### config.mk
export PLATFORM = sky130hd
export DESIGN_NAME = bit_scan_encoder
export DESIGN_NICKNAME = d
export VERILOG_FILES = /design/src/rtl/bit_scan_encoder.sv
export SDC_FILE = /design/constraint.sdc
export NUM_CORES = 1
export LEC_CHECK = 0
export ABC_CLOCK_PERIOD_IN_PS = 2900
export CELL_PAD_IN_SITES_DETAIL_PLACEMENT = 1
export CELL_PAD_IN_SITES_GLOBAL_PLACEMENT = 1
export CORE_MARGIN = 10
export CORE_UTILIZATION = 35
export DETAILED_ROUTE_END_ITERATION = 8
export PLACE_DENSITY = 0.83
export SETUP_SLACK_MARGIN = 0.5
export SYNTH_ARGS = -nofsm -noshare
export SYNTH_HDL_FRONTEND = slang
export SYNTH_SLANG_ARGS = --single-unit
### constraint.sdc
create_clock -name clk_i -period 2.9 [get_ports clk_i]
set_clock_uncertainty 0.15 [all_clocks]
set_input_delay 0.58 -clock clk_i [delete_from_list [all_inputs] [get_ports clk_i]]
set_output_delay 0.58 -clock clk_i [all_outputs]
set_load 0.005 [all_outputs]
### src/rtl/bit_scan_encoder.sv
// bit_scan_encoder
// Serialises a multi-hot request vector into the binary indices of its set
// bits, one index per output beat, lowest index first, with last_o marking
// the final beat of each vector.
//
// Optional feature macro: BIT_SCAN_EMPTY_EN
//   defined   : a zero vector produces one beat flagged by empty_o
//   undefined : a zero vector is accepted and silently dropped
//
// Handshake semantics (both sides): a transfer happens on a rising clk_i
// edge where valid and ready are both high. The producer holds its payload
// stable while valid is high and ready is low. ready_o may depend
// combinationally on ready_i (back-to-back acceptance on the final beat);
// valid_o, index_o, last_o and empty_o depend on registers only.

module bit_scan_encoder #(
  parameter int INPUT_WIDTH = 8,
  localparam int IDX_WIDTH = $clog2((INPUT_WIDTH > 2) ? INPUT_WIDTH : 2)
) (
  input  logic                   clk_i,
  input  logic                   rst_ni,
  input  logic [INPUT_WIDTH-1:0] select_i,
  input  logic                   valid_i,
  output logic                   ready_o,
  output logic [IDX_WIDTH-1:0]   index_o,
  output logic                   valid_o,
  output logic                   last_o,
  input  logic                   ready_i
`ifdef BIT_SCAN_EMPTY_EN
  ,
  output logic                   empty_o
`endif
);

  // Scan states. EMPTY only exists when zero vectors produce a beat.
  typedef enum logic [1:0] {
    ST_IDLE  = 2'd0,
    ST_SCAN  = 2'd1
`ifdef BIT_SCAN_EMPTY_EN
    ,
    ST_EMPTY = 2'd2
`endif
  } state_e;

  state_e                 state_q, state_d;
  logic [INPUT_WIDTH-1:0] pending_q, pending_d;

  // Derived views of the pending vector.
  logic [INPUT_WIDTH-1:0] pending_minus_one;
  logic [INPUT_WIDTH-1:0] pending_cleared;
  logic                   pending_single;
  logic [IDX_WIDTH-1:0]   low_idx;

  logic in_hs;
  logic out_hs;
  logic select_nonzero;

`ifndef BIT_SCAN_EMPTY_EN
  logic empty_int;
`endif

  // Clearing the lowest set bit: x & (x - 1). The same product tells us
  // whether exactly one bit is set (nonzero and nothing left after clearing).
  always_comb begin
    pending_minus_one = pending_q - INPUT_WIDTH'(1);
    pending_cleared   = pending_q & pending_minus_one;
    pending_single    = (pending_q != '0) && (pending_cleared == '0);
    select_nonzero    = (select_i != '0);
  end

  // Lowest set bit index: scan downwards so the last hit is the lowest.
  always_comb begin
    low_idx = '0;
    for (int i = INPUT_WIDTH - 1; i >= 0; i--) begin
      if (pending_q[i]) begin
        low_idx = IDX_WIDTH'(i);
      end
    end
  end

  // Output decode: everything except ready_o comes from registers only.
  always_comb begin
    ready_o = 1'b1;
    valid_o = 1'b0;
    last_o  = 1'b0;
    index_o = '0;
`ifdef BIT_SCAN_EMPTY_EN
    empty_o = 1'b0;
`else
    empty_int = 1'b0;
`endif
    case (state_q)
      ST_SCAN: begin
        valid_o = 1'b1;
        index_o = low_idx;
        last_o  = pending_single;
        // A new vector may be taken only as the final beat leaves.
        ready_o = pending_single && ready_i;
      end
`ifdef BIT_SCAN_EMPTY_EN
      ST_EMPTY: begin
        valid_o = 1'b1;
        last_o  = 1'b1;
        empty_o = 1'b1;
        ready_o = ready_i;
      end
`endif
      default: begin
        ready_o = 1'b1;
      end
    endcase
  end

  assign in_hs  = valid_i && ready_o;
  assign out_hs = valid_o && ready_i;

  // Next-state: retire the current beat first, then let an accepted vector
  // overwrite pending (an accept outside IDLE only happens on the last beat).
  always_comb begin
    state_d   = state_q;
    pending_d = pending_q;

    if (out_hs) begin
      pending_d = pending_cleared;
      if (last_o) begin
        state_d   = ST_IDLE;
        pending_d = '0;
      end
    end

    if (in_hs) begin
      if (select_nonzero) begin
        pending_d = select_i;
        state_d   = ST_SCAN;
      end else begin
`ifdef BIT_SCAN_EMPTY_EN
        pending_d = '0;
        state_d   = ST_EMPTY;
`else
        // Zero vector is consumed with no output beat.
        pending_d = '0;
        state_d   = ST_IDLE;
`endif
      end
    end
  end

  // State and pending registers; reset discards any in-flight vector.
  always_ff @(posedge clk_i or negedge rst_ni) begin
    if (!rst_ni) begin
      state_q   <= ST_IDLE;
      pending_q <= '0;
    end else begin
      state_q   <= state_d;
      pending_q <= pending_d;
    end
  end

endmodule
==> results of run 1 <==
[final cells by class]
type	instances	area share
multi-input cells	56	0.434
repair buffers	27	0.262
flip-flops and latches	9	0.245
well taps	17	0.0230
inverters	2	0.00813
clock buffers	4	0.0285
[where the power goes]
part | internal [mW] | switching, mW
sequential | 0.180 | 0.0798
combinational | 0.402 | 0.333
clock | 0.0532 | 0.0476
total | 0.635 | 0.460
[worst max-delay path, stage by stage (launching register included)]
cell	delay, ns
sky130_fd_sc_hd__dfrtp_1	0.40
sky130_fd_sc_hd__nor4_4	0.37
sky130_fd_sc_hd__o311ai_2	0.17
sky130_fd_sc_hd__a21o_1	0.21
sky130_fd_sc_hd__a21o_1	0.17
sky130_fd_sc_hd__nand2_1	0.06
sky130_fd_sc_hd__buf_2	0.11
[per-layer routing]
layer	GRT usage	up-vias
met2	0.224	15
met3	0.0427	4
met5	0	-
met4	0.0510	0
li1	-	324
met1	0.128	339
[state kept, by name (all words and copies together), names as in the netlist]
name       cells
pending_q      8
state_q        1
[logic make-up (layout without fill, tap and decap cells)]
family	Yosys count	after routing	share of synthesized area
AO/OA/AOI/OAI	21	21	0.284
flip-flops	9	9	0.367
AND/OR/NAND/NOR	35	35	0.302
buffers and inverters	7	33	0.0469
[placed cells by master (no fill, tap or decap), types with 2 or more instances in the layout]
master / instances
sky130_fd_sc_hd__clkbuf_4: 3
sky130_fd_sc_hd__dlymetal6s2s_1: 2
sky130_fd_sc_hd__dfrtp_1: 8
sky130_fd_sc_hd__a21o_1: 2
sky130_fd_sc_hd__buf_6: 2
sky130_fd_sc_hd__nor2_1: 6
sky130_fd_sc_hd__a21oi_1: 2
sky130_fd_sc_hd__a32o_1: 5
sky130_fd_sc_hd__nor4_1: 2
sky130_fd_sc_hd__nand2_1: 12
sky130_fd_sc_hd__inv_1: 2
sky130_fd_sc_hd__o2bb2ai_1: 3
sky130_fd_sc_hd__clkdlybuf4s50_1: 11
sky130_fd_sc_hd__buf_4: 8
sky130_fd_sc_hd__buf_2: 3
[worst paths after layout]
path                         startpoint           end  cells past startpoint
max reg2reg                pending_q[0]  pending_q[7]                      6
max in group asynchronous        rst_ni  pending_q[1]                      1
max                        pending_q[3]       ready_o                      6
min                              rst_ni    state_q[0]                      1
min in group clk_i         pending_q[1]  pending_q[1]                      2
min reg2reg                pending_q[1]  pending_q[1]                      2
[stage by stage]
stage	hold slack (ns)	area, µm²	power [mW]	setup WS [ns]
6_report	0.461	923	1.10	0.405
3_3_place_gp	0.436	813	0.898	0.0984
3_5_place_dp	0.448	813	0.915	0.0109
4_1_cts	0.466	895	1.07	0.405
5_1_grt	0.477	923	1.18	0.293
2_1_floorplan	0.134	613	0.620	0.719
[timing repair]
item                       CTS  global route
pin swaps                    4             3
buffers inserted             3             3
resized for setup           22             5
setup endpoints to repair    5             5
hold buffers                 0             0
==> results.txt, run 1 <==
The worst setup path is of the reg2out kind. The final route contains 682 vias. From left edge to right edge, the die measures 61.9 µm. The core region is 1690 µm².

Summed over all nets, the half-perimeter wirelength after detailed placement is 1520 µm. Highest clock frequency the design can meet: 401 MHz. The number of enable flip-flop cells after synthesis was 0; the clock slew at the register clock pins of the worst setup and hold paths was 0.06 ns. The layout filler cell count is 200, and the minimum period implied by the final worst setup slack is 2.49 ns. TritonCTS built the clock tree. Counting tap cells, the placed design contains a total of 105 instances. The highest metal layer carrying signal wires in the routed design is met4. Excluding fillers, the count of instances in the completed layout stands at 115. Wire length of the first global-routing pass: 3460 µm. The sequential standard cell area is 226 µm², and the initial detailed-routing violation count is 21. The tree is rooted in a sky130_fd_sc_hd__clkbuf_4.

The routed via count divided by cell count was 5.93; the number of clock buffers inserted by TritonCTS was 3. Kind of start point of the critical path: a register. The relative slew slack was 0.715; the starting density of the core was 0.363. The mean post-synth cell area works out to 8.52 µm².

The tightest min-delay check is of the in2async type. The tools report the utilization of the core after routing as 0.547. The post-synthesis cell type with the largest combined area is sky130_fd_sc_hd__dfrtp_1. Summed over all layers, the routed wires come to 2150 µm. After global routing the overflow that remains totals 0. For the number of sinks handled by clock tree synthesis, the log shows 9. Compared with the post-synthesis result, the final layout area differs by 50.6%. The number of iterations in the first detailed-routing pass came out at 4. The area share of the largest cell type after synthesis is 0.367.

Net count after synthesis: 84. After the last flow step, the layout net total stands at 111. The number of distinct library cells after synthesis was 32; the number of global-route vias before repair was 744. The fraction of registers with async set or reset after synthesis is 1.00, and the source-to-sink clock delay at the later pin of the worst-skew pair is 0.27 ns.

Entering global routing, the biggest net connects 12 pins. The primary flip-flop cell chosen by synthesis mapping is sky130_fd_sc_hd__dfrtp_1. The run gives 0 as the count of nets left with antenna violations after detail routing. The proportion of layout cells with a drive suffix above 1 came out at 0.276. The sum of routed wire segments on met1 is 930 µm, and the setup-violating endpoint count in the final report is 0.

Summing all multi-input logic gate instances after layout gives 400 µm². The total routing usage reported by global routing is 0.124. The number of design rule violations left after detail routing is 0, and the count of pins over their slew limit is 0. The total standard cell area after synthesis was 613 µm²; the number of synthesized register bits was 9.

Setup repair after global routing could not meet its margin everywhere. In this run the static leakage power is 0.430 nW. The peak supply drop came out at 0.000552 V. During I/O placement, the number of pins put on the boundary was 18.

The run gives 0 as the total of max-cap violations. Across all register-to-register paths, the minimum setup slack is 0.71 ns. The worst setup path is captured at an output port. Ranked by total cell area, the synthesized netlist is headed by sky130_fd_sc_hd__dfrtp_1 (37%), sky130_fd_sc_hd__a32o_1 (8.2%), sky130_fd_sc_hd__nand2_1 (7.3%). For the pin with the worst max-slew slack, the measured transition is 0.426 ns. Data on the critical path arrives at its endpoint at 1.76 ns.

Dividing total power by cell area gives a power density of 1190 nW/µm². At the worst endpoint, the required time is 2.17 ns. The overall die height works out to 61.9 µm. The area enclosed by the die boundary was 3830 µm². Dividing the detail-routed wire length by the instance count gives 18.7 µm. The flow ran to the end, and the final reports show no timing, DRC or antenna violations. In the final timing run, aggregate negative setup slack is 0 ns. The share of the clock period used by the worst path is 0.860, and the final weighted congestion in routability-driven placement is 0.814. The longest clock path from root to sink contains 2 buffers. The repair_antennas step left the layout with diodes totalling 0. The total number of yosys warnings was 0; the number of buffers inserted by port buffering was 17. The number of H-tree branching levels came out at 1. The number of instances in the synthesized netlist was 72. The number of standard-cell rows in the floorplan was 15; the wire length on met3 was 95 µm. Ranked by instance count, the synthesized netlist is headed by sky130_fd_sc_hd__nand2_1 (12), sky130_fd_sc_hd__dfrtp_1 (9), sky130_fd_sc_hd__nor2_1 (7), sky130_fd_sc_hd__a32o_1 (5). Wire segments on met2 add up to 1100 µm in the final route.

The number of antenna violations at the first check in global routing is 0. The most common cell in the netlist is sky130_fd_sc_hd__nand2_1. The number of failing hold endpoints at the final stage came out at 0. Along the worst path, the maximum fanout reaches 4. Sequential share of the synthesized area: 0.367.
Power figures use the tool's default switching activity.
==> run 2: changes to the inputs <==
--- a/config.mk
+++ b/config.mk
@@ -6,12 +6,14 @@
 export NUM_CORES = 1
 export LEC_CHECK = 0
 export ABC_CLOCK_PERIOD_IN_PS = 2900
+export CAP_MARGIN = 20
 export CELL_PAD_IN_SITES_DETAIL_PLACEMENT = 1
 export CELL_PAD_IN_SITES_GLOBAL_PLACEMENT = 1
 export CORE_MARGIN = 10
 export CORE_UTILIZATION = 35
+export CTS_BUF_LIST = sky130_fd_sc_hd__clkbuf_16
 export DETAILED_ROUTE_END_ITERATION = 8
-export PLACE_DENSITY = 0.83
+export PLACE_DENSITY = 0.92
 export SETUP_SLACK_MARGIN = 0.5
 export SYNTH_ARGS = -nofsm -noshare
 export SYNTH_HDL_FRONTEND = slang
==> run 2 against run 1 <==
Against the previous run:
- via count up 0.88%
- critical path depth unchanged
- core utilization up 2.4 points
- critical endpoint unchanged
- clock power up 150%
- worst hold slack better by 0.049 ns
- sequential share of layout area down 1.0 points
- power up 17%
- largest power group unchanged
- die area unchanged
- fmax down 1.3%
- sequential power up 3%
- clock-buffer cell count down 1
- setup slack worse by 0.034 ns
==> results.txt, run 2 (synthesis results as in run 1) <==
The worst stage delay on the critical path is 0.42 ns (was 0.40 ns). Initial detailed-routing violation count: 26 (was 21). The endpoint of the worst-slack reg-to-reg timing path was pending_q[7] (unchanged). The class of the worst hold path was in2async (unchanged). The number of clock buffers inserted by TritonCTS came out at 3 (unchanged). The run gives 0 (unchanged) as the count of nets left with antenna violations after detail routing. The routed via count divided by cell count is 6.09 (was 5.93), and the source-to-sink clock delay at the later pin of the worst-skew pair is 0.24 ns (was 0.27 ns). The number of buffers inserted by port buffering was 17 (unchanged). For the slack of the critical path, the log shows 0.371 ns (was 0.405 ns).

The detail-routed net length per standard cell was 21.0 µm (was 18.7 µm); the number of global-route vias before repair was 744 (unchanged). The flow ran to the end, and the final reports show no timing, DRC or antenna violations. The number of failing hold endpoints at the final stage is 0 (unchanged), and the number of flip-flops in the largest register is 8 (unchanged). The total routing usage reported by global routing came out at 0.131 (was 0.124).

Cells along the critical path: nor4_4, o311ai_2, a21o_1, a21o_1, nand2_1, buf_2 (unchanged). The critical-path cell with the highest stage delay was sky130_fd_sc_hd__dfrtp_1 (unchanged). For the area enclosed by the die boundary, the log shows 3830 µm² (unchanged). Master cell of the clock root buffer: sky130_fd_sc_hd__clkbuf_16 (was sky130_fd_sc_hd__clkbuf_4).

The wire length of the first global-routing pass is 3660 µm (was 3460 µm). Utilization of the core after routing: 0.570 (was 0.547). The summed negative setup slack over all endpoints was 0 ns (unchanged). The cell count of the worst reg-to-reg path came out at 6 (unchanged). Largest register by flop count: pending_q (unchanged). Setup repair after global routing could not meet its margin everywhere.

The share of the clock period used by the worst path is 0.872 (was 0.860), and the number of sinks handled by clock tree synthesis is 9 (unchanged). The pin count of the biggest net entering global routing was 12 (unchanged). The logs give 4 (unchanged) for the number of iterations in the first detailed-routing pass and 15 (unchanged) for the number of standard-cell rows in the floorplan. The actual slew at the worst max-slew pin is 0.448 ns (was 0.426 ns). The proportion of layout cells with a drive suffix above 1 is 0.292 (was 0.276). The tools report the required time of the critical path as 2.17 ns (about the same). Area of the core: 1690 µm² (unchanged).

The critical path's most frequent cell is sky130_fd_sc_hd__a21o_1 (unchanged). The setup-violating endpoint count in the final report came out at 0 (unchanged). The total half-perimeter wirelength after legalization and detailed placement was 1550 µm (was 1520 µm); the number of H-tree branching levels was 1 (unchanged).

The overall power after layout came out at 1.29 mW (was 1.10 mW). Element type at the critical path end: an output port (unchanged). Most frequent standard cell in the layout excluding fill and tap cells: sky130_fd_sc_hd__nand2_1 (unchanged).

For the number of design rule violations left after detail routing, the log shows 0 (unchanged). The worst setup slack before clock tree synthesis came out at 0.0137 ns (was 0.0109 ns). For the count of pins over their slew limit, the log shows 0 (unchanged). For the relative slew slack, the log shows 0.701 (was 0.715).

The maximum fanout along the worst path was 3 (was 4); the overall die height was 61.9 µm (unchanged). The standby leakage power was 0.448 nW (was 0.430 nW). Number of antenna violations at the first check in global routing: 0 (unchanged). The starting density of the core was 0.363 (unchanged); the die width was 61.9 µm (unchanged). The total of max-cap violations came out at 0 (unchanged).

TritonCTS built the clock tree. The startpoint of the worst setup timing path is pending_q[3] (unchanged). The minimum period implied by the final worst setup slack is 2.53 ns (was 2.49 ns), and the total power divided by cell area is 1340 nW/µm² (was 1190 nW/µm²). The run gives 0 (unchanged) as the number of hold-repair buffers added at the cts stage. The tools report the signal arrival time at the worst endpoint as 1.80 ns (was 1.76 ns).

The kind of start point of the critical path was a register (unchanged). Most frequent cells in the layout: sky130_fd_sc_hd__nand2_1 (12), sky130_fd_sc_hd__clkdlybuf4s50_1 (11), sky130_fd_sc_hd__dfrtp_1 (8), sky130_fd_sc_hd__buf_4 (8), sky130_fd_sc_hd__nor2_1 (6) (unchanged). The top-level I/O count is 18 (unchanged), and the number of nets in the layout is 109 (was 111).

Leading registers by flop count: pending_q: 8 flops, state_q: 1 flops (unchanged). Classification of the worst setup path: reg2out (unchanged). The minimum setup slack among reg-to-reg paths is 0.65 ns (was 0.71 ns).

The final weighted congestion in routability-driven placement was 0.799 (was 0.814); the peak supply drop was 0.000768 V (was 0.000552 V). The wire length reported by the detailed router is 2370 µm (was 2150 µm), and the area added between synthesis and finish is 57.1% (was 50.6%). The antenna diode count came out at 0 (unchanged).

The overflow left after global routing came out at 0 (unchanged). For the highest clock frequency the design can meet, the log shows 395 MHz (was 401 MHz). Startpoint of the worst-slack reg-to-reg timing path: pending_q[0] (unchanged). The clock slew at the register clock pins of the worst setup and hold paths came out at 0.04 ns (was 0.06 ns). The maximum buffer depth of the clock tree is 2 (unchanged).

The via count of the routed design is 688 (was 682).
==> run 2: changes by cell type in the layout (fill, tap and decap cells not counted), sizes merged <==
cell	before	now
clkinv	0	1
clkbuf	4	3
buf	13	11
==> run 2: worst max path at each step <==
stage | cells past startpoint | to | slack, ns
2_1_floorplan | 6 | ready_o | 0.72
3_3_place_gp | 6 | ready_o | 0.17
3_5_place_dp | 6 | ready_o | 0.01
4_1_cts | 5 | ready_o | 0.26
5_1_grt | 6 | ready_o | 0.28
6_report | 6 | ready_o | 0.37
==> run 2: layout make-up <==
| class | count | area (µm²) |
|---|---|---|
| clock buffer | 3 | 75.1 |
| clock inverter | 1 | 5.00 |
| fill | 188 | 726 |
| inverter | 2 | 7.51 |
| multi-input combinational | 56 | 409 |
| sequential | 9 | 226 |
| tap | 17 | 21.3 |
| timing repair buffer | 25 | 219 |
==> run 2: routing by layer <==
layer | up-vias | global-route usage | wire length [µm]
met4 | 0 | 0.0732 | 70
li1 | 322 | - | -
met5 | - | 0 | 0
met2 | 16 | 0.240 | 1280
met1 | 344 | 0.138 | 973
met3 | 6 | 0.0224 | 47
==> run 2: critical path: cells and delay by family (launching register included) <==
family,cells,cell delay [ns]
AO/OA/AOI/OAI,3,0.57
AND/OR/NAND/NOR,2,0.46
flip-flops,1,0.42
buffers and inverters,1,0.12
==> run 2: power breakdown <==
part / total [mW] / switching, mW / internal [mW]
logic: 0.769 / 0.366 / 0.403
clock network: 0.250 / 0.0676 / 0.182
registers: 0.267 / 0.0865 / 0.181
==> run 2: what timing repair did <==
action,CTS,global route
pin swaps,2,6
gates resized for setup,17,9
buffers inserted,2,1
setup endpoints to repair,6,5
==> run 2: metrics by stage <==
step | instances | hold slack, ns | area (µm²)
CTS | 112 | 0.494 | 935
detailed placement | 106 | 0.484 | 821
finish | 113 | 0.510 | 963
global placement | 106 | 0.457 | 821
global route | 113 | 0.548 | 963
floorplan | 72 | 0.134 | 613
